File: src/rtl/vend_ctrl_pkg.sv
// Shared definitions for the vending controller slice.
//   state_t         : controller states
//   key_ev_t        : decoded winning key event
//   KEY_*           : bit positions inside flag_key
//   bin2bcd_const() : elaboration-time binary to 3-digit BCD
package vend_ctrl_pkg;

    typedef enum logic [1:0] {
        ST_IDLE,
        ST_ACCUM,
        ST_DISPENSE,
        ST_CHANGE
    } state_t;

    typedef enum logic [1:0] {
        EV_NONE,
        EV_COIN,
        EV_BUY,
        EV_CANCEL
    } key_ev_t;

    localparam int unsigned KEY_COIN_A = 0;
    localparam int unsigned KEY_COIN_B = 1;
    localparam int unsigned KEY_BUY    = 2;
    localparam int unsigned KEY_CANCEL = 3;

    function automatic logic [11:0] bin2bcd_const(input int unsigned v);
        return {4'((v / 100) % 10), 4'((v / 10) % 10), 4'(v % 10)};
    endfunction

endpackage

File: src/rtl/vend_ctrl_bin2bcd_seq.sv
// Sequential 8-bit binary to 3-digit BCD converter (shift-add-3, 8 steps).
//   sclk    : system clock
//   rst_n   : synchronous reset, active low
//   i_start : load i_bin and (re)start a conversion
//   i_bin   : binary value to convert
//   o_bcd   : BCD result, valid while o_done is high
//   o_done  : one-cycle pulse when the result is ready
module bin2bcd_seq (
    input  logic        sclk,
    input  logic        rst_n,
    input  logic        i_start,
    input  logic [7:0]  i_bin,
    output logic [11:0] o_bcd,
    output logic        o_done
);

    logic [19:0] r_sh;
    logic [3:0]  r_cnt;
    logic        r_busy;
    logic [19:0] w_next;

    function automatic logic [19:0] dabble(input logic [19:0] s);
        logic [19:0] t;
        t = s;
        for (int unsigned d = 0; d < 3; d++) begin
            if (t[8 + 4*d +: 4] >= 4'd5)
                t[8 + 4*d +: 4] = t[8 + 4*d +: 4] + 4'd3;
        end
        return {t[18:0], 1'b0};
    endfunction

    assign w_next = dabble(r_sh);
    assign o_bcd  = r_sh[19:8];

    always_ff @(posedge sclk) begin
        if (!rst_n) begin
            r_sh   <= '0;
            r_cnt  <= '0;
            r_busy <= 1'b0;
            o_done <= 1'b0;
        end else begin
            o_done <= 1'b0;
            if (i_start) begin
                r_sh   <= {12'd0, i_bin};
                r_cnt  <= 4'd8;
                r_busy <= 1'b1;
            end else if (r_busy) begin
                r_sh  <= w_next;
                r_cnt <= r_cnt - 4'd1;
                if (r_cnt == 4'd1) begin
                    r_busy <= 1'b0;
                    o_done <= 1'b1;
                end
            end
        end
    end

endmodule

File: src/rtl/vend_ctrl.sv
// Coin accounting / sale controller.
//   sclk, rst_n : clock, synchronous active-low reset
//   flag_key    : one-cycle key pulses [0] coin A [1] coin B [2] buy [3] cancel
//   rNum        : BCD display {price, credit-or-change}
//   dispensing  : high during DISPENSE
//   dispense_p  : pulse on DISPENSE entry
//   change_vld  : change/refund strobe, change_amt valid with it
//   coin_rej    : coin refused
//   short_p     : buy pressed with insufficient credit
module vend_ctrl
    import vend_ctrl_pkg::*;
#(
    parameter int unsigned PRICE      = 25,
    parameter int unsigned COIN_A     = 5,
    parameter int unsigned COIN_B     = 10,
    parameter int unsigned MAX_CREDIT = 95,
    parameter int unsigned HOLD_CYC   = 50_000_000
) (
    input  logic        sclk,
    input  logic        rst_n,
    input  logic [3:0]  flag_key,
    output logic [23:0] rNum,
    output logic        dispensing,
    output logic        dispense_p,
    output logic        change_vld,
    output logic [7:0]  change_amt,
    output logic        coin_rej,
    output logic        short_p
);

    localparam logic [11:0]  PRICE_BCD = bin2bcd_const(PRICE);
    localparam logic [7:0]   PRICE_V   = 8'(PRICE);
    localparam logic [7:0]   COIN_A_V  = 8'(COIN_A);
    localparam logic [7:0]   COIN_B_V  = 8'(COIN_B);
    localparam logic [8:0]   MAX_V     = 9'(MAX_CREDIT);
    localparam int unsigned  HCW       = (HOLD_CYC > 1) ? $clog2(HOLD_CYC) : 1;
    localparam logic [HCW-1:0] HOLD_LAST = HCW'(HOLD_CYC - 1);

    state_t         r_state;
    logic [7:0]     r_credit;
    logic [HCW-1:0] r_hold;
    logic [7:0]     r_last_src;
    logic [11:0]    r_bcd_low;

    key_ev_t        w_ev;
    logic [7:0]     w_coin;
    logic [8:0]     w_sum;
    logic [7:0]     w_src;
    logic           w_start;
    logic [11:0]    w_bcd;
    logic           w_done;

    // Only the highest-priority key is serviced: cancel > buy > coin B > coin A.
    always_comb begin
        w_ev   = EV_NONE;
        w_coin = '0;
        if (flag_key[KEY_CANCEL]) begin
            w_ev = EV_CANCEL;
        end else if (flag_key[KEY_BUY]) begin
            w_ev = EV_BUY;
        end else if (flag_key[KEY_COIN_B]) begin
            w_ev   = EV_COIN;
            w_coin = COIN_B_V;
        end else if (flag_key[KEY_COIN_A]) begin
            w_ev   = EV_COIN;
            w_coin = COIN_A_V;
        end
    end

    assign w_sum = {1'b0, r_credit} + {1'b0, w_coin};

    always_ff @(posedge sclk) begin
        if (!rst_n) begin
            r_state    <= ST_IDLE;
            r_credit   <= '0;
            r_hold     <= '0;
            dispensing <= 1'b0;
            dispense_p <= 1'b0;
            change_vld <= 1'b0;
            change_amt <= '0;
            coin_rej   <= 1'b0;
            short_p    <= 1'b0;
        end else begin
            dispense_p <= 1'b0;
            change_vld <= 1'b0;
            coin_rej   <= 1'b0;
            short_p    <= 1'b0;
            case (r_state)
                ST_IDLE: begin
                    change_amt <= '0;
                    if (w_ev == EV_COIN) begin
                        r_credit <= w_coin;
                        r_state  <= ST_ACCUM;
                    end else if (w_ev == EV_BUY) begin
                        short_p <= 1'b1;
                    end
                end
                ST_ACCUM: begin
                    case (w_ev)
                        EV_COIN: begin
                            if (w_sum <= MAX_V) r_credit <= w_sum[7:0];
                            else                coin_rej <= 1'b1;
                        end
                        EV_BUY: begin
                            if (r_credit >= PRICE_V) begin
                                r_credit   <= r_credit - PRICE_V;
                                r_hold     <= '0;
                                dispensing <= 1'b1;
                                dispense_p <= 1'b1;
                                r_state    <= ST_DISPENSE;
                            end else begin
                                short_p <= 1'b1;
                            end
                        end
                        EV_CANCEL: begin
                            change_amt <= r_credit;
                            change_vld <= 1'b1;
                            r_credit   <= '0;
                            r_state    <= ST_CHANGE;
                        end
                        default: ;
                    endcase
                end
                ST_DISPENSE: begin
                    if (w_ev == EV_COIN) coin_rej <= 1'b1;
                    if (r_hold == HOLD_LAST) begin
                        dispensing <= 1'b0;
                        if (r_credit != '0) begin
                            change_amt <= r_credit;
                            change_vld <= 1'b1;
                            r_credit   <= '0;
                            r_state    <= ST_CHANGE;
                        end else begin
                            r_state <= ST_IDLE;
                        end
                    end else begin
                        r_hold <= r_hold + 1'b1;
                    end
                end
                ST_CHANGE: begin
                    // A coin landing in the single change cycle is not
                    // counted, so it is reported as refused.
                    if (w_ev == EV_COIN) coin_rej <= 1'b1;
                    change_amt <= '0;
                    r_state    <= ST_IDLE;
                end
                default: r_state <= ST_IDLE;
            endcase
        end
    end

    // During CHANGE the credit is already cleared; show the refund instead.
    assign w_src   = (r_state == ST_CHANGE) ? change_amt : r_credit;
    assign w_start = (w_src != r_last_src);

    always_ff @(posedge sclk) begin
        if (!rst_n) begin
            r_last_src <= '0;
            r_bcd_low  <= '0;
        end else begin
            r_last_src <= w_src;
            if (w_done) r_bcd_low <= w_bcd;
        end
    end

    bin2bcd_seq u_bcd (
        .sclk    (sclk),
        .rst_n   (rst_n),
        .i_start (w_start),
        .i_bin   (w_src),
        .o_bcd   (w_bcd),
        .o_done  (w_done)
    );

    assign rNum = {PRICE_BCD, r_bcd_low};

endmodule

File: config.mk
export PLATFORM = sky130hd
export DESIGN_NAME = vend_ctrl
export DESIGN_NICKNAME = d
export VERILOG_FILES = /design/src/rtl/vend_ctrl_pkg.sv /design/src/rtl/vend_ctrl_bin2bcd_seq.sv /design/src/rtl/vend_ctrl.sv
export SDC_FILE = /design/constraint.sdc
export NUM_CORES = 1
export LEC_CHECK = 0
export CAP_MARGIN = 20
export CORE_UTILIZATION = 55
export CTS_BUF_LIST = sky130_fd_sc_hd__clkbuf_8
export CTS_CLUSTER_DIAMETER = 50
export DETAILED_ROUTE_END_ITERATION = 16
export GPL_TIMING_DRIVEN = 0
export HOLD_SLACK_MARGIN = 0.05
export PLACE_DENSITY_LB_ADDON = 0.08
export SLEW_MARGIN = 20
export SYNTH_ARGS = -nofsm -noshare
export SYNTH_HDL_FRONTEND = slang
export SYNTH_SLANG_ARGS = --single-unit
export TNS_END_PERCENT = 5
File: constraint.sdc
create_clock -name sclk -period 7.7 [get_ports sclk]
set_input_delay 1.925 -clock sclk [delete_from_list [all_inputs] [get_ports sclk]]
set_output_delay 1.925 -clock sclk [all_outputs]
set_load 0.02 [all_outputs]
==> results of run 1 <==
-- flip-flops by register name, summed over array words and instances (netlist names) --
signal and count:
r_hold 26, u_bcd.r_sh 20, r_bcd_low 12, change_amt 8, r_credit 8, r_last_src 8
u_bcd.r_cnt 4, r_state 2, change_vld 1, coin_rej 1, dispense_p 1, dispensing 1
short_p 1, u_bcd.o_done 1, u_bcd.r_busy 1
-- logic make-up (layout without fill, tap and decap cells) --
kind of cell / after synthesis / after routing / share of synthesized area, %
simple gates: 218 / 218 / 22.48
buf+inv: 64 / 109 / 6.215
mux: 26 / 26 / 5.220
xor+xnor: 39 / 39 / 6.628
other cells: 2 / 12 / 0.1457
fa+ha+maj: 20 / 20 / 5.001
compound gates: 123 / 123 / 17.41
flops: 95 / 95 / 36.90
-- cell usage after synthesis, types with 4 or more instances --
master and n:
a311oi_1 4, a211oi_1 19, a21oi_1 37, nand2_1 37, or3_1 8, xnor2_1 21, inv_1 21, nand3_1 23
o31ai_1 4, buf_4 15, nand4_1 13, nor3_1 10, o211ai_1 7, nand2b_1 8, buf_2 7, o21ai_0 18
nor2b_1 11, nor2_1 68, clkbuf_1 16, ha_1 19, mux2i_1 23, and3_1 8, dfxtp_1 95, xor2_1 18
-- final timing paths --
check / cells past startpoint / endpoint / slack (ps) / start
max: 11 / r_credit[0] / 3030 / flag_key[3]
min: 2 / change_amt[4] / 480 / change_amt[4]
max reg2reg: 7 / r_hold[15] / 4970 / r_credit[1]
min reg2reg: 2 / change_amt[4] / 480 / change_amt[4]
-- per-layer routing --
metal  global-route usage [%]  part of all wire [%]  up-vias
met5                        0                     0        -
li1                         -                     -     2171
met4                    6.889                  0.91        0
met3                    4.184                   4.0        9
met2                    42.01                    48       86
met1                    31.70                    47     2079
-- power groups by stage --
stage	registers (mW)	clock network [mW]	logic (mW)
finish	0.587	0.374	0.670
global route	0.593	0.405	0.738
CTS	0.586	0.382	0.667
detailed placement	0.596	0	0.663
global placement	0.594	0	0.649
floorplan	0.591	0	0.518
-- worst register-to-register path, delay by kind of cell, from the launching register on --
family,cells,cell delay (ps)
compound gates,2,910
buf+inv,2,570
flops,1,550
simple gates,2,330
fa+ha+maj,1,240
-- layout make-up --
class	instances	area, sq um
multi-input cells	438	2969
fillers	770	3045
flip-flops and latches	95	1902
plain buffers	42	237.7
clock buffers	10	137.6
inverters	22	82.58
well taps	108	135.1
clock inverters	6	91.34
repair buffers	29	290.3
-- per-stage QoR --
step | util [%] | area, sq um | hold slack [ps] | instances
2_1_floorplan | - | 5191 | 444.3 | 597
3_3_place_gp | 63.17 | 5617 | 458.1 | 734
3_5_place_dp | 63.17 | 5617 | 460.6 | 734
4_1_cts | 65.75 | 5846 | 477.4 | 750
5_1_grt | 65.75 | 5846 | 509.9 | 750
6_report | 65.75 | 5846 | 475.2 | 750
==> out/metrics.cfg, run 1 <==
[run_status]
status = complete, no violations

[floorplan]
die_area_sq_um = 9761
die_x_um = 98.80
core_region_area_sq_um = 8891
io_pins = 43
num_rows = 34
initial_core_util_pct = 57.97
die_h_um = 98.80

[power]
finalPower_mw = 1.631
leakagePower_nw = 2.066
internal_power_mw = 0.9970
switching_share_pct = 38.88
power.density_nw_per_um2 = 279.0
p_seq_share_pct = 36.0
clockPowerShare_pct = 22.9
switchingPower_mw = 0.6341
ir_drop_mv = 0.1873
pwr-share-comb_pct = 41.1

[yosys]
synth.avg_cell_area_sq_um = 8.780
ys_seq_elements = 95
synth_flop_cell = dfxtp_1
ys_async_sr_fraction_pct = 0
synth.cell_area_sq_um = 5154
synth_edf_count = 0
synth_area_leaders = dfxtp_1 (37%), nor2_1 (5.0%), ha_1 (4.6%)
ys_warn_count = 0
synth_top_area_share_pct = 36.90
seq_area_frac_synth_pct = 36.90
synth_cell_types = 76
yosys.area.top_type = dfxtp_1
synth_cells = 587

[clock_network]
clockBufferDepth = 2
cts-htree-levels = 3
cts_sinks = 95
cts-root-buf = clkbuf_8
path_clk_slew_ps = 90
cts_resized = 0
clock_latency_ps = 360
holdBufCountCts = 0
tritoncts = built
cts_buffers = 9
cts_setup_buffers = 0

[detailed_routing]
drt_iter0_drc = 218
detail_route.vias_per_cell = 5.793
antenna_left = 0
wire_per_inst_um = 15.09
wirelength_mm = 11.32
via_count = 4345
drt-pass1-iter-count = 4
drc = 0

[setup_path]
cp_data_required_time_ps = 7970
critPathCaptureType = flop
path_cells = clkdlybuf4s50_1 > buf_4 > nor4b_1 > ha_1 > fa_1 > a211oi_1 > nor2_1 > xnor2_1 > o32ai_2 > nor4_1 > a211oi_1
slowest_delay_ps = 570
crit_family = simple AND/OR/NAND/NOR gates
crit_type = primary input to flop
crit_top_cell = a211oi_1
cp-start-kind = primary input
critical_path_arrival_ps = 4940
cp_max_fo = 10
crit_slowest_cell = nor4b_1
crit_buf_inv = 2

[min_path]
hp-class = flop to flop

[grt]
grt_first_pass_wirelength_mm = 19.64
antenna_found_initial = 0
grt.overflow.total = 0
grt_max_degree = 17
first_global_vias = 4223
grt.total_usage_pct = 24.50

[placed_design]
place_ws_ps = 2706
gp_congestion = 0.9463
dp.final_hpwl_mm = 8.412
port-buffer-count = 29

[sta]
fin_crit_ps = 4666
worstMarginPinSlew_ps = 843.8
timing.fmax_mhz = 214.3
finalWorstSetupSlack_ps = 3034
fin_skew_ps = 12.31
setup_tns_ps = 0
finalCritPeriodShare_pct = 60.60
hold_viol = 0
finalMaxSlewViolations = 0
rsz0062_at_grt = false
max-slew-margin-rel_pct = 43.26
finalSetupViolations = 0

[finish]
final_common_cell = dfxtp_1
drive_above_1_share_pct = 10.28
antennaDiodeCount = 0
nets = 663
area_growth_syn_to_layout_pct = 13.43
mostFrequentLayoutCells = dfxtp_1 (95), nor2_1 (68), nand2_1 (37), a21oi_1 (37), clkdlybuf4s50_1 (29)

[flow_run]
maxCapViolCount = 0

Note: power is estimated with default switching activity, not from simulation.
==> run 2, diff against run 1 <==
clock period = 4.3 ns   (was 7.7 ns; I/O delays follow)
==> results of run 2 <==
Same layout as run 1 (identical final DEF). Status: complete, no violations.
Among the figures that moved: setup slack after placement 2706 ps -> 155.7 ps; setup slack after layout 3034 ps -> 483.8 ps; register-to-register setup slack 4970 ps -> 1570 ps; total power 1.631 mW -> 2.921 mW; worst IR drop on VDD 0.1873 mV -> 0.3354 mV
==> run 3, diff against run 2 <==
CORE_ASPECT_RATIO = 1.75   (was not set)
==> run 3 against run 2 <==
  * Final cell count rose by 1.6%
  * Largest cell class unchanged
  * Sequential cell count did not move
  * Hold slack improved by 4.4 ps
  * Final area fell by 0.11%
  * Via count fell by 0.28%
  * Clock skew barely moved
  * Count of clock-buffer cells in the layout rose by 1
  * Die area rose by 0.16%
  * Utilization fell by 1.5 points
==> out/metrics.cfg, run 3 (synthesis gave the netlist of run 1 again) <==
[finish]
multi_input_area_sq_um = 2969  ; unchanged
nets = 663  ; unchanged
fin_util_pct = 64.21  ; -1.5 points
mostFrequentLayoutCells = dfxtp_1 (95), nor2_1 (68), nand2_1 (37), a21oi_1 (37), clkdlybuf4s50_1 (29)
final_common_cell = dfxtp_1
largest_reg_flops = 26  ; unchanged
seqCellArea_sq_um = 1902  ; unchanged
area_growth_syn_to_layout_pct = 13.30
regMostFlops = r_hold
antennaDiodeCount = 0  ; unchanged
fillers = 875  ; +14%
drive_above_1_share_pct = 10.28  ; unchanged
reg_top3 = r_hold x26, u_bcd.r_sh x20, r_bcd_low x12

[clock_network]
cts-htree-levels = 3  ; unchanged
cts-root-buf = clkbuf_8
cts_setup_buffers = 0  ; unchanged
clock_latency_ps = 360  ; about the same
holdBufCountCts = 0  ; unchanged
cts_buffers = 9  ; unchanged
cts_resized = 0  ; unchanged
cts_sinks = 95  ; unchanged
tritoncts = built
path_clk_slew_ps = 100  ; about the same
clockBufferDepth = 2  ; unchanged

[detailed_routing]
antenna_left = 0  ; unchanged
drc = 0  ; unchanged
drt_iter0_drc = 199  ; -8.7%
via_count = 4333  ; -0.28%
wire_per_inst_um = 16.58  ; +9.9%
detail_route.vias_per_cell = 5.686  ; -1.8%
drt-pass1-iter-count = 4  ; unchanged
wirelength_mm = 12.64  ; +12%

[placed_design]
gp_congestion = 0.9703  ; +2.5%
dp.final_hpwl_mm = 9.482  ; +13%
port-buffer-count = 29  ; unchanged

[power]
leakagePower_nw = 2.054  ; -0.58%
finalPower_mw = 2.902
ir_drop_mv = 0.3606
power.density_nw_per_um2 = 497.0

[floorplan]
io_pins = 43  ; unchanged
initial_core_util_pct = 56.67  ; -1.3 points
num_rows = 46  ; +35%
die_area_sq_um = 9777  ; +0.16%
die_h_um = 130.1  ; +32%
die_x_um = 75.18  ; -24%
core_region_area_sq_um = 9094  ; +2.3%

[sta]
fin_skew_ps = 11.85  ; -0.4613 ps
rsz0062_at_grt = false
finalCritPeriodShare_pct = 93.83
hold_viol = 0  ; unchanged
fin_crit_ps = 4035
max-slew-margin-rel_pct = 44.09  ; +0.82 points
finalMaxSlewViolations = 0  ; unchanged
timing.fmax_mhz = 247.9
finalSetupViolations = 0  ; unchanged
worstMarginPinSlew_ps = 831.6  ; -12.25 ps

[grt]
grt.total_usage_pct = 27.59  ; +3.1 points
first_global_vias = 4224  ; +0.024%
grt_first_pass_wirelength_mm = 20.41  ; +3.9%
antenna_found_initial = 0  ; unchanged
grt_max_degree = 16  ; -1
grt.overflow.total = 0  ; unchanged

[setup_path]
critPathCaptureType = flop
cp_max_fo = 10  ; unchanged
crit_type = primary input to flop
critical_path_arrival_ps = 4310
cp-start-kind = primary input
cp_data_required_time_ps = 4580
r2r_cells = 8  ; +1

[min_path]
hold_depth = 2  ; unchanged
hp-class = flop to flop

[flow_run]
maxCapViolCount = 0  ; unchanged

[run_status]
status = complete, no violations

-- run 3: cell count changes in the layout (fill, tap and decap cells not counted), sizes merged --
cell | before | now
bufinv | 2 | 1
clkbuf | 26 | 27
clkinv | 3 | 4
clkinvlp | 0 | 1
inv | 23 | 21
-- run 3: power breakdown --
part           internal [mW]  total (mW)  switching, mW
Combinational          0.465        1.23          0.767
Sequential             0.972        1.05         0.0766
Clock                  0.300       0.621          0.321
-- run 3: metal layers --
layer | routed length (um) | part of all wire [%] | global-route usage, %
met5 | 0 | 0 | 0
met4 | 450 | 3.6 | 13.73
met3 | 361 | 2.9 | 3.707
met2 | 6845 | 54 | 50.29
met1 | 4978 | 39 | 30.38
-- run 3: worst paths after layout --
check | startpoint | endpoint | slack, ps
worst min-delay path | change_amt[2] | change_amt[2] | 480
worst max-delay path | flag_key[3] | r_credit[0] | 270
worst min register to register | change_amt[2] | change_amt[2] | 480
worst max register to register | r_credit[0] | r_credit[0] | 1510
-- run 3: through the flow --
step / worst slack, ps / hold WS [ps] / TNS [ps] / area, sq um / std cells
final: 265.4 / 479.6 / 0 / 5839 / 762
after global routing: 11.46 / 512.6 / 0 / 5839 / 762
after CTS: 325.3 / 482.6 / 0 / 5839 / 762
after detailed placement: -42.32 / 470.2 / -90.18 / 5632 / 746
after global placement: -115.0 / 458.0 / -353.2 / 5632 / 746
after floorplan: 967.2 / 444.3 / 0 / 5191 / 597
-- run 3: layout make-up --
class                   count  area share (%)
clock buffers              11           2.593
plain buffers              42           4.071
flip-flops and latches     95           32.57
well taps                 120           2.571
multi-input cells         438           50.85
inverters                  22           1.414
clock inverters             5          0.9642
repair buffers             29           4.971
-- run 3: worst max-delay path, stage by stage --
cell and delay, ps:
clkdlybuf4s50_1 430, buf_4 180, nor4b_1 640, ha_1 390
fa_1 280, a211oi_1 110, nor2_1 190, xnor2_1 120
o32ai_2 490, nor4_1 140, a211oi_1 250
